==> config.mk <==
export PLATFORM = sky130hd
export DESIGN_NAME = gamecube_cmd_serializer
export DESIGN_NICKNAME = d
export VERILOG_FILES = /design/src/rtl/gamecube_pkg.sv /design/src/rtl/gc_edge_detect.sv /design/src/rtl/gamecube_cmd_serializer.sv
export SDC_FILE = /design/constraint.sdc
export NUM_CORES = 1
export LEC_CHECK = 0
export CORE_MARGIN = 4
export CORE_UTILIZATION = 47
export DETAILED_ROUTE_END_ITERATION = 8
export PLACE_DENSITY = 0.74
export SLEW_MARGIN = 20
export SYNTH_ARGS = -nofsm -noshare
export SYNTH_HDL_FRONTEND = slang
export SYNTH_SLANG_ARGS = --single-unit
export TNS_END_PERCENT = 30
==> constraint.sdc <==
create_clock -name CLK -period 4 [get_ports CLK]
set_input_delay 1 -clock CLK [delete_from_list [all_inputs] [get_ports CLK]]
set_output_delay 1 -clock CLK [all_outputs]
set_load 0.03 [all_outputs]
==> src/rtl/gamecube_pkg.sv <==
// Shared definitions for the Gamecube command path: serializer state
// encoding and protocol constants.
package gamecube_pkg;

    typedef enum logic [1:0] {
        IDLE  = 2'd0,
        SEND  = 2'd1,
        STOP  = 2'd2,
        DRAIN = 2'd3
    } state_t;

    // Every command ends with a single '1' stop bit
    localparam logic GC_STOP_BIT = 1'b1;

    // Standard 3-byte controller poll command
    localparam logic [23:0] GC_POLL_CMD = 24'h400300;

    // Transmitter cycles per bit symbol
    localparam int GC_BITS_PER_SYMBOL = 4;

endpackage

==> src/rtl/gc_edge_detect.sv <==
// Registers a level signal and reports its rising and falling transitions
// relative to the previous sample. Shared with the receiver path.
module gc_edge_detect (
    input  logic clk,
    input  logic rst,
    input  logic sig,
    output logic rise,
    output logic fall
);

    logic sig_q;

    // Hold the previous sample so a transition can be seen on the next cycle
    always_ff @(posedge clk) begin
        if (rst) begin
            sig_q <= 1'b0;
        end else begin
            sig_q <= sig;
        end
    end

    assign rise = sig & ~sig_q;
    assign fall = ~sig & sig_q;

endmodule

==> src/rtl/gamecube_cmd_serializer.sv <==
// Feeds a 1..MAX_BYTES command to the Gamecube bit transmitter one bit at a
// time (first byte first, MSB first, then a '1' stop bit). Each BUSY_IN rise
// means the transmitter took the current bit. DONE pulses once the
// transmitter drops BUSY after the stop bit.
// Optional build macro GC_SER_TIMEOUT_EN adds a watchdog that aborts with an
// ERR pulse when the transmitter stalls for TIMEOUT_CYCLES cycles.
module gamecube_cmd_serializer
    import gamecube_pkg::*;
#(
    parameter int MAX_BYTES      = 3,
    parameter int LEN_W          = $clog2(MAX_BYTES + 1),
    parameter int TIMEOUT_CYCLES = 16
) (
    input  logic                   CLK,
    input  logic                   RST,
    input  logic                   START,
    input  logic [8*MAX_BYTES-1:0] DATA,
    input  logic [LEN_W-1:0]       LEN,
    input  logic                   BUSY_IN,
    output logic                   n_SEND_OUT,
    output logic                   TX_OUT,
    output logic                   BUSY,
    output logic                   DONE,
    output logic                   ERR
);

    localparam int DATA_BITS = 8 * MAX_BYTES;
    localparam int CNT_W     = $clog2(DATA_BITS + 1);

    state_t               state;
    logic [DATA_BITS-1:0] shreg;
    logic [CNT_W-1:0]     bits_left;
    logic                 rise;
    logic                 fall;
    logic                 len_ok;

    gc_edge_detect u_busy_edge (
        .clk  (CLK),
        .rst  (RST),
        .sig  (BUSY_IN),
        .rise (rise),
        .fall (fall)
    );

    // Commands of zero length or longer than the buffer are dropped
    assign len_ok = (LEN != '0) && (LEN <= LEN_W'(MAX_BYTES));

`ifdef GC_SER_TIMEOUT_EN
    localparam int WD_W = $clog2(TIMEOUT_CYCLES + 1);

    logic [WD_W-1:0] wd_cnt;
    logic            wd_clear;
    logic            wd_hit;

    // Watchdog restarts on every sign of transmitter progress and idles in IDLE
    always_comb begin
        wd_clear = 1'b1;
        case (state)
            SEND, STOP: wd_clear = rise;
            DRAIN:      wd_clear = fall;
            default:    wd_clear = 1'b1;
        endcase
        wd_hit = !wd_clear && (wd_cnt == WD_W'(TIMEOUT_CYCLES - 1));
    end
`else
    assign ERR = 1'b0;
`endif

    // Command sequencer: load, shift out on each accepted bit, stop bit, drain
    always_ff @(posedge CLK) begin
        if (RST) begin
            state      <= IDLE;
            n_SEND_OUT <= 1'b1;
            TX_OUT     <= 1'b1;
            BUSY       <= 1'b0;
            DONE       <= 1'b0;
            bits_left  <= '0;
`ifdef GC_SER_TIMEOUT_EN
            ERR        <= 1'b0;
            wd_cnt     <= '0;
`endif
        end else begin
            DONE <= 1'b0;
`ifdef GC_SER_TIMEOUT_EN
            ERR <= 1'b0;
            if (wd_clear) begin
                wd_cnt <= '0;
            end else begin
                wd_cnt <= wd_cnt + 1'b1;
            end
`endif
            case (state)
                IDLE: begin
                    if (START && len_ok) begin
                        shreg      <= DATA;
                        bits_left  <= CNT_W'(LEN) << 3;
                        BUSY       <= 1'b1;
                        n_SEND_OUT <= 1'b0;
                        TX_OUT     <= DATA[DATA_BITS-1];
                        state      <= SEND;
                    end
                end
                SEND: begin
                    if (rise) begin
                        if (bits_left == CNT_W'(1)) begin
                            TX_OUT <= GC_STOP_BIT;
                            state  <= STOP;
                        end else begin
                            shreg  <= shreg << 1;
                            TX_OUT <= shreg[DATA_BITS-2];
                        end
                        bits_left <= bits_left - 1'b1;
                    end
                end
                STOP: begin
                    if (rise) begin
                        n_SEND_OUT <= 1'b1;
                        TX_OUT     <= GC_STOP_BIT;
                        state      <= DRAIN;
                    end
                end
                DRAIN: begin
                    if (fall) begin
                        DONE  <= 1'b1;
                        BUSY  <= 1'b0;
                        state <= IDLE;
                    end
                end
                default: state <= IDLE;
            endcase
`ifdef GC_SER_TIMEOUT_EN
            if (wd_hit) begin
                state      <= IDLE;
                n_SEND_OUT <= 1'b1;
                TX_OUT     <= 1'b1;
                BUSY       <= 1'b0;
                ERR        <= 1'b1;
                wd_cnt     <= '0;
            end
`endif
        end
    end

endmodule
* After elaboration in Yosys (flattened, before gate mapping)
Index checks and enable logic that the tools add are counted.
** Word-level totals
- Output and inout bits :: 5
- Logic and storage cells :: 65
- Flip-flop bits (word level) :: 35
- Input bits :: 30
** Operators by class
- Magnitude comparators :: 1
- Add/sub/neg operators :: 1
- Bitwise logic cells :: 6
- Muxes and demuxes :: 24
- Reduce and logical (&&, ||, !) cells :: 15
- Equality and inequality tests :: 10
** Operator list (number)
- 23-bit 2-to-1 mux :: 3
- 23-bit case mux with 2 select lines :: 1
- 2-bit != test (second input constant) :: 6
- 2-bit 2-to-1 mux :: 5
- 5-bit 2-to-1 mux :: 2
- 5-bit case mux with 2 select lines :: 1
- 5-bit AND reduction :: 2
- 3-bit AND reduction :: 3
- 1-bit 2-to-1 mux :: 8
- 2-bit case mux with 4 select lines :: 1
- 2-bit nonzero test :: 4
- 5-bit by 1-bit == test with 1-bit output (second input constant) :: 1
- 5-bit by 1-bit subtractor with 5-bit output (second input constant) :: 1
- 2-bit == test (second input constant) :: 2
- 1-bit NOT :: 4
- 1-bit case mux with 2 select lines :: 2
- 4-bit AND reduction :: 1
- 1-bit case mux with 3 select lines :: 1
- 3-bit nonzero test :: 1
- 1-bit bitwise AND :: 2
- 2-bit by 1-bit == test with 1-bit output (second input constant) :: 1
- 2-bit <= comparator (second input constant) :: 1
- 1-bit logical AND :: 2
- 2-bit logical NOT :: 1
- 2-bit OR reduction :: 1

* Longest topological paths before layout
Gate-level depths: netlist of the first run.
- Depth in word-level cells :: 5
- Gate-level depth with buffers :: 7

* Hierarchy
Synthesis of the first run repeated with hierarchy kept, for this count alone.
** Second synthesis, totals
- Cells, all modules :: 144
- Area, all modules :: 1804.2 sq um
** By module, submodules not included
- gamecube_cmd_serializer :: area each 1765.4 sq um, instances 1, sequential area each 910.9 sq um, cells each 140
- gc_edge_detect :: area each 38.8 sq um, instances 1, sequential area each 20.0 sq um, cells each 4

* Least setup slack after synthesis of the first run
No wires, ideal clock.
- Path kind :: input-to-reg
- Start point :: input port LEN[0]
- End point :: register shreg[0] (enable)
- Arrival :: 3.261 ns
- Library setup time :: 0.439 ns
- Setup slack :: 0.301 ns
- Path buffers :: 0
- Stages on the path :: 3
- Cell sequence :: o21ai_1 -> a22o_1 -> a211oi_1
** On the way
- Cells in the longest elaborated chain, start to end :: 5
- Elaborated cells between the ends (all ways) :: 6
- Those cells by class :: 1 x order compare; 1 x eq/ne; 4 x reduce/logical
** RTL lines
- from (decl) :: line gamecube_cmd_serializer.sv:18 : input logic [LEN_W-1:0] LEN,
- 2-bit <= comparator or 2-bit nonzero test (tied branches) :: line gamecube_cmd_serializer.sv:46 : assign len_ok = (LEN != '0) && (LEN <= LEN_W'(MAX_BYTES));
- 1-bit logical AND (*) :: line gamecube_cmd_serializer.sv:46
- 1-bit logical AND (*) :: line gamecube_cmd_serializer.sv:94 : if (START && len_ok) begin
- 2-bit != test (no source line) (*)
- 5-bit AND reduction (no source line) (*)
- to (signal assigned) :: line gamecube_cmd_serializer.sv:109 : shreg <= shreg << 1;
- to (decl) :: line gamecube_cmd_serializer.sv:31 : logic [DATA_BITS-1:0] shreg;
Every way passes the cells marked *; elsewhere a longest branch is shown, timed or not.
A chain may end at the register's enable or synchronous reset.

* Worst setup path after layout of the first run
- Start point :: input port LEN[0]
- End point :: register shreg[7] (enable)
Same word-level chain as after synthesis.

==> results.py, run 1 <==
metrics = {
    "sta": {
        "post-route-period-util": 0.668,
        "setup_viol": 0,
        "slew_headroom": 0.607,
        "rsz0062_at_grt": "no",
        "setup-tns-final_ns": 0,
        "final_max_slew_viol_count": 0,
        "worst_slew_pin_slew_ns": 0.588,
        "fmax_ghz": 0.374,
        "period_needed_ns": 2.67,
        "skew_ns": 0.00676,
        "hold_violations": 0,
    },
    "synth": {
        "yosysTopAreaCellShare": 0.388,
        "synth_edf_count": 23,
        "ys_warn_count": 0,
        "syn-num-nets": 179,
        "dominantRegCellSynth": "edfxtp_1",
        "seq_area_frac_synth": 0.523,
        "ys_ff_latch": 35,
        "netlist_instances": 142,
        "syn_avg_cell_area_um2": 12.5,
        "synth_area_mm2": 0.00178,
        "synth_area_leader_cell": "edfxtp_1",
        "async_flop_share": 0,
        "synth_cell_type_count": 39,
        "synthTopCellsByArea": "edfxtp_1 (39%), mux2_2 (15%), dfxtp_1 (13%), ha_1 (4.9%), nand2b_1 (2.8%)",
    },
    "route": {
        "drt-initial-drc-count": 86,
        "ant_nets": 0,
        "vias": 1201,
        "drc": 0,
        "firstDrtPassIters": 5,
        "avgRoutedWirePerCell_um": 14.0,
        "wl_mm": 3.16,
        "viasPerCell": 5.34,
    },
    "clock_tree": {
        "clock-root-buffer": "clkbuf_8",
        "cts_resized": 0,
        "cts.path.max_buffers": 2,
        "postCtsSetupBuffers": 0,
        "ctsHoldBuffers": 0,
        "numCtsBuffers": 5,
        "cts.sinks": 35,
        "worstSkewPairLatency_ns": 0.28,
        "ctsHtreeMaxLevel": 2,
        "tritoncts": "done",
        "clk_pin_slew_worst_paths_ns": 0.07,
    },
    "global_route": {
        "grt_pass1_wl_mm": 5.28,
        "grt_use_total": 0.137,
        "grt-ovfl-total": 0,
        "grt_max_degree": 37,
        "grt_pass1_vias": 1232,
        "antenna_found_initial": 0,
    },
    "die": {
        "die_area_mm2": 0.00484,
        "fp.dieH_um": 69.6,
        "fp-row-count": 22,
        "core_area_mm2": 0.00366,
        "dieWidth_um": 69.6,
        "io_pins": 35,
        "start_util": 0.486,
    },
    "layout": {
        "area_growth_pct": 25.9,
        "diodes": 0,
        "design_area_mm2": 0.00224,
        "layout.nets": 214,
        "drive_gt1_frac": 0.215,
    },
    "power": {
        "pwr_density_cell_mw_per_mm2": 588,
        "ir_drop_mv": 0.293,
        "leakage_nw": 0.790,
    },
    "setup_path": {
        "critical-path-max-stage-delay_ns": 0.50,
        "path_class": "in -> reg",
        "critPathBufInv": 2,
        "cp.required_ns": 3.96,
        "crit_fanout": 23,
        "path_cells": "clkdlybuf4s50_1 -> o21ai_1 -> a22o_1 -> a211oi_4 -> buf_4",
        "crit_path_top_delay_cell": "clkdlybuf4s50_1",
        "critPathCaptureType": "register",
        "path_delay_family": "buffers and inverters",
        "crit_path_start_kind": "input pin",
        "crit_arrival_ns": 2.63,
    },
    "outcome": {
        "status": "finished, final reports clean",
    },
    "place": {
        "dpl.hpwl_mm": 2.29,
        "gp_congestion": 0.846,
        "port-buffer-count": 33,
        "placed_area_mm2": 0.00216,
    },
    "flow_run": {
        "max-cap-violations": 0,
    },
    "hold_path": {
        "holdCritPathClass": "reg -> reg",
    },
}
==> area by class of cell <==
type                    count  area (um2)
clock inverters             2        8.76
multi-input cells          93         802
well taps                  48        60.1
repair buffers             35         345
fillers                   305        1420
inverters                   7        26.3
flip-flops and latches     35         931
clock buffers               5        68.8
==> path summary, 6_finish.rpt <==
path | from | to | slack, ns | cells after the start
worst max register to register | state[1] | shreg[7] | 1.72 | 7
worst max-delay path | LEN[0] | shreg[7] | 1.33 | 5
worst min-delay path | bits_left[4] | bits_left[4] | 0.54 | 2
worst min register to register | bits_left[4] | bits_left[4] | 0.54 | 2
==> synthesized netlist by cell type (2+ instances only) <==
library cell,count
mux2i_1,2
o32ai_1,2
clkbuf_1,3
dfxtp_1,12
a21oi_1,9
o31a_2,2
nor2_1,2
nand2_1,4
o21bai_1,2
o21ai_0,4
edfxtp_1,23
mux2_2,24
buf_2,3
a211oi_1,3
inv_1,7
ha_1,7
nand2b_1,8
nor2b_1,4
==> report_power, final <==
part / switching (mW) / leakage, nW / internal (mW) / total (mW)
registers: 0.0526 / 0.312 / 0.514 / 0.567
clock network: 0.118 / 0.0414 / 0.116 / 0.234
logic: 0.265 / 0.437 / 0.252 / 0.517
total: 0.435 / 0.790 / 0.882 / 1.32
==> worst register-to-register path: stages, from the launching register on <==
cell	delay (ns)
dfxtp_1	0.36
inv_1	0.10
ha_1	0.15
buf_4	0.38
nand3b_1	0.16
a22o_1	0.27
a211oi_4	0.23
buf_4	0.32
==> through the flow <==
| step | utilization | hold WS (ns) | instances | setup WS (ns) | power, mW |
|---|---|---|---|---|---|
| after CTS | 0.612 | 0.543 | 225 | 1.32 | 1.33 |
| after global placement | 0.591 | 0.509 | 218 | 1.07 | 1.07 |
| after global routing | 0.612 | 0.566 | 225 | 1.18 | 1.41 |
| final | 0.612 | 0.542 | 225 | 1.33 | 1.32 |
| after floorplan | - | 0.494 | 142 | 0.301 | 0.952 |
| after detailed placement | 0.591 | 0.532 | 218 | 1.02 | 1.09 |
==> cell families (layout without fill, tap and decap cells) <==
kind of cell | after synthesis | count (layout) | synth area share
muxes | 26 | 26 | 0.163
DFF | 35 | 35 | 0.523
buffers and inverters | 14 | 49 | 0.0337
adders and majority gates | 7 | 7 | 0.0492
other | 1 | 1 | 0.00211
AOI/OAI and AO/OA | 33 | 33 | 0.131
and+or+nand+nor | 26 | 26 | 0.0977
==> metal layers <==
metal | track usage | part of all wire
met1 | 0.149 | 0.43
met2 | 0.240 | 0.50
met3 | 0.0580 | 0.066
met4 | 0.0434 | 0.0092
met5 | 0 | 0
==> sequential cells by signal (all words and copies together) (netlist names) <==
name / count
BUSY: 1
DONE: 1
TX_OUT: 1
bits_left: 5
n_SEND_OUT: 1
shreg: 23
state: 2
u_busy_edge.sig_q: 1
==> cells in the final DEF (no fill, tap or decap), types with 2 or more instances in the layout <==
cell type        instances
dfxtp_1                 12
o21bai_1                 2
a21oi_1                  9
o32ai_1                  2
nor2b_1                  4
buf_4                    2
nor2_1                   2
clkdlybuf4s50_1         33
o21ai_0                  4
edfxtp_1                23
mux2_2                  24
ha_1                     7
nand2_1                  4
clkbuf_8                 5
nand2b_1                 8
a211oi_1                 2
o31a_2                   2
inv_1                    7
mux2i_1                  2
No activity file was read; power rests on OpenSTA's default activity.
==> run 2, diff against run 1 <==
Clock period 4 ns to 2.7 ns, I/O delays scaled along.
==> run 2 against run 1 <==
Count of clock-buffer cells in the layout unchanged. Critical path type unchanged. Register-to-register slack got worse by 1.1 ns. Largest cell class unchanged. Hold slack improved by 0.0029 ns. First-iteration DRC count increased by 14%.
==> results.py, run 2 (synthesis gave the netlist of run 1 again) <==
metrics = {
    "clock_tree": {
        "cts.path.max_buffers": 2,
        "clk_pin_slew_worst_paths_ns": 0.07,
        "ctsHoldBuffers": 0,
        "ctsHtreeMaxLevel": 2,
        "clock-root-buffer": "clkbuf_8",
        "worstSkewPairLatency_ns": 0.28,
        "postCtsSetupBuffers": 0,
        "tritoncts": "done",
        "cts_resized": 0,
        "numCtsBuffers": 5,
        "cts.sinks": 35,
    },
    "route": {
        "drt-initial-drc-count": 98,
        "drc": 0,
        "firstDrtPassIters": 4,
        "viasPerCell": 5.38,
        "vias": 1226,
        "wl_mm": 3.28,
        "ant_nets": 0,
        "avgRoutedWirePerCell_um": 14.4,
    },
    "global_route": {
        "grt-ovfl-total": 0,
        "grt_pass1_wl_mm": 5.73,
        "antenna_found_initial": 0,
        "grt_max_degree": 35,
        "grt_use_total": 0.151,
        "grt_pass1_vias": 1259,
    },
    "layout": {
        "most-common-layout-cells": "clkdlybuf4s50_1 (33), mux2_2 (24), edfxtp_1 (23), dfxtp_1 (12), a21oi_1 (9)",
        "drive_gt1_frac": 0.228,
        "reg_top3": "shreg (23), bits_left (5), state (2)",
        "final_common_cell": "clkdlybuf4s50_1",
        "regMostFlops": "shreg",
        "area_growth_pct": 29.2,
        "diodes": 0,
        "final_util": 0.628,
        "layout.nets": 216,
        "largest_reg_flops": 23,
        "design_area_mm2": 0.00230,
    },
    "sta": {
        "hold_violations": 0,
        "rsz0062_at_grt": "no",
        "setup_viol": 0,
        "setup-tns-final_ns": 0,
        "final_max_slew_viol_count": 0,
        "worst_slew_pin_slew_ns": 0.509,
        "skew_ns": 0.00888,
        "post-route-period-util": 0.788,
        "fmax_ghz": 0.470,
        "slew_headroom": 0.661,
        "period_needed_ns": 2.13,
        "hold_ws_ns": 0.545,
    },
    "setup_path": {
        "regToRegEndpoint": "shreg[4]",
        "cp.required_ns": 2.69,
        "crit_path_start_kind": "input pin",
        "crit_fanout": 23,
        "critPathCaptureType": "register",
        "path_class": "in -> reg",
        "r2r_slack_ns": 0.59,
        "crit_arrival_ns": 2.12,
        "rr_worst_depth": 6,
        "worstReg2RegStart": "state[0]",
    },
    "hold_path": {
        "hold_depth": 1,
        "worst_hold_startpoint": "shreg[13]",
        "holdCritPathClass": "reg -> reg",
        "min_to": "shreg[14]",
    },
    "die": {
        "dieWidth_um": 69.6,
        "fp-row-count": 22,
        "fp.dieH_um": 69.6,
        "io_pins": 35,
        "die_area_mm2": 0.00484,
        "start_util": 0.486,
        "core_area_mm2": 0.00366,
    },
    "power": {
        "leakage_nw": 0.817,
        "ir_drop_mv": 0.473,
        "pwr_density_cell_mw_per_mm2": 906,
    },
    "place": {
        "port-buffer-count": 33,
        "gp_congestion": 0.836,
        "dpl.hpwl_mm": 2.33,
        "placed_area_mm2": 0.00219,
    },
    "flow_run": {
        "max-cap-violations": 0,
    },
    "outcome": {
        "status": "finished, final reports clean",
    },
}
-- run 2: cell count changes in the layout (fill, tap and decap cells not counted) --
cell	delta
buf_4	+1
bufinv_16	+1
buf_12	+1
-- run 2: worst max path at each step --
| stage | from | end | slack [ns] |
|---|---|---|---|
| finish | LEN[0] | shreg[4] | 0.57 |
| global route | state[0] | shreg[5] | 0.41 |
| CTS | LEN[0] | shreg[4] | 0.59 |
| detailed placement | LEN[0] | shreg[4] | 0.28 |
| global placement | BUSY_IN | shreg[4] | 0.35 |
| floorplan | state[1] | shreg[0] | 0.08 |
-- run 2: per-stage QoR --
| stage | total power [mW] | std cells | setup slack [ns] |
|---|---|---|---|
| after global placement | 1.61 | 220 | 0.354 |
| after detailed placement | 1.64 | 220 | 0.283 |
| after global routing | 2.23 | 228 | 0.410 |
| after floorplan | 1.41 | 142 | 0.0820 |
| final | 2.08 | 228 | 0.573 |
| after CTS | 2.11 | 228 | 0.585 |
-- run 2: critical path, stage by stage --
cell             delay [ns]
clkdlybuf4s50_1        0.51
o21ai_1                0.11
a22o_1                 0.31
a211oi_4               0.30
buf_12                 0.21
-- run 2: power by group --
group | leakage [nW] | internal (mW) | switching, mW
sequential | 0.312 | 0.760 | 0.0807
clock | 0.0556 | 0.270 | 0.186
combinational | 0.450 | 0.391 | 0.396
total | 0.817 | 1.42 | 0.662
-- run 2: area by class of cell --
cell class,instances,area [um2]
fillers,284,1360
flip-flops and latches,35,931
multi-input cells,93,802
repair buffers,37,373
clock buffers,5,68.8
well taps,48,60.1
clock inverters,3,38.8
inverters,7,26.3
-- run 2: layer usage --
metal,track usage,part of all wire,wire [um],vias up
li1,-,-,-,602
met1,0.171,0.41,1340,579
met2,0.257,0.52,1700,43
met3,0.0609,0.070,229,2
met4,0.0521,0.0024,8,0
met5,0,0,0,-
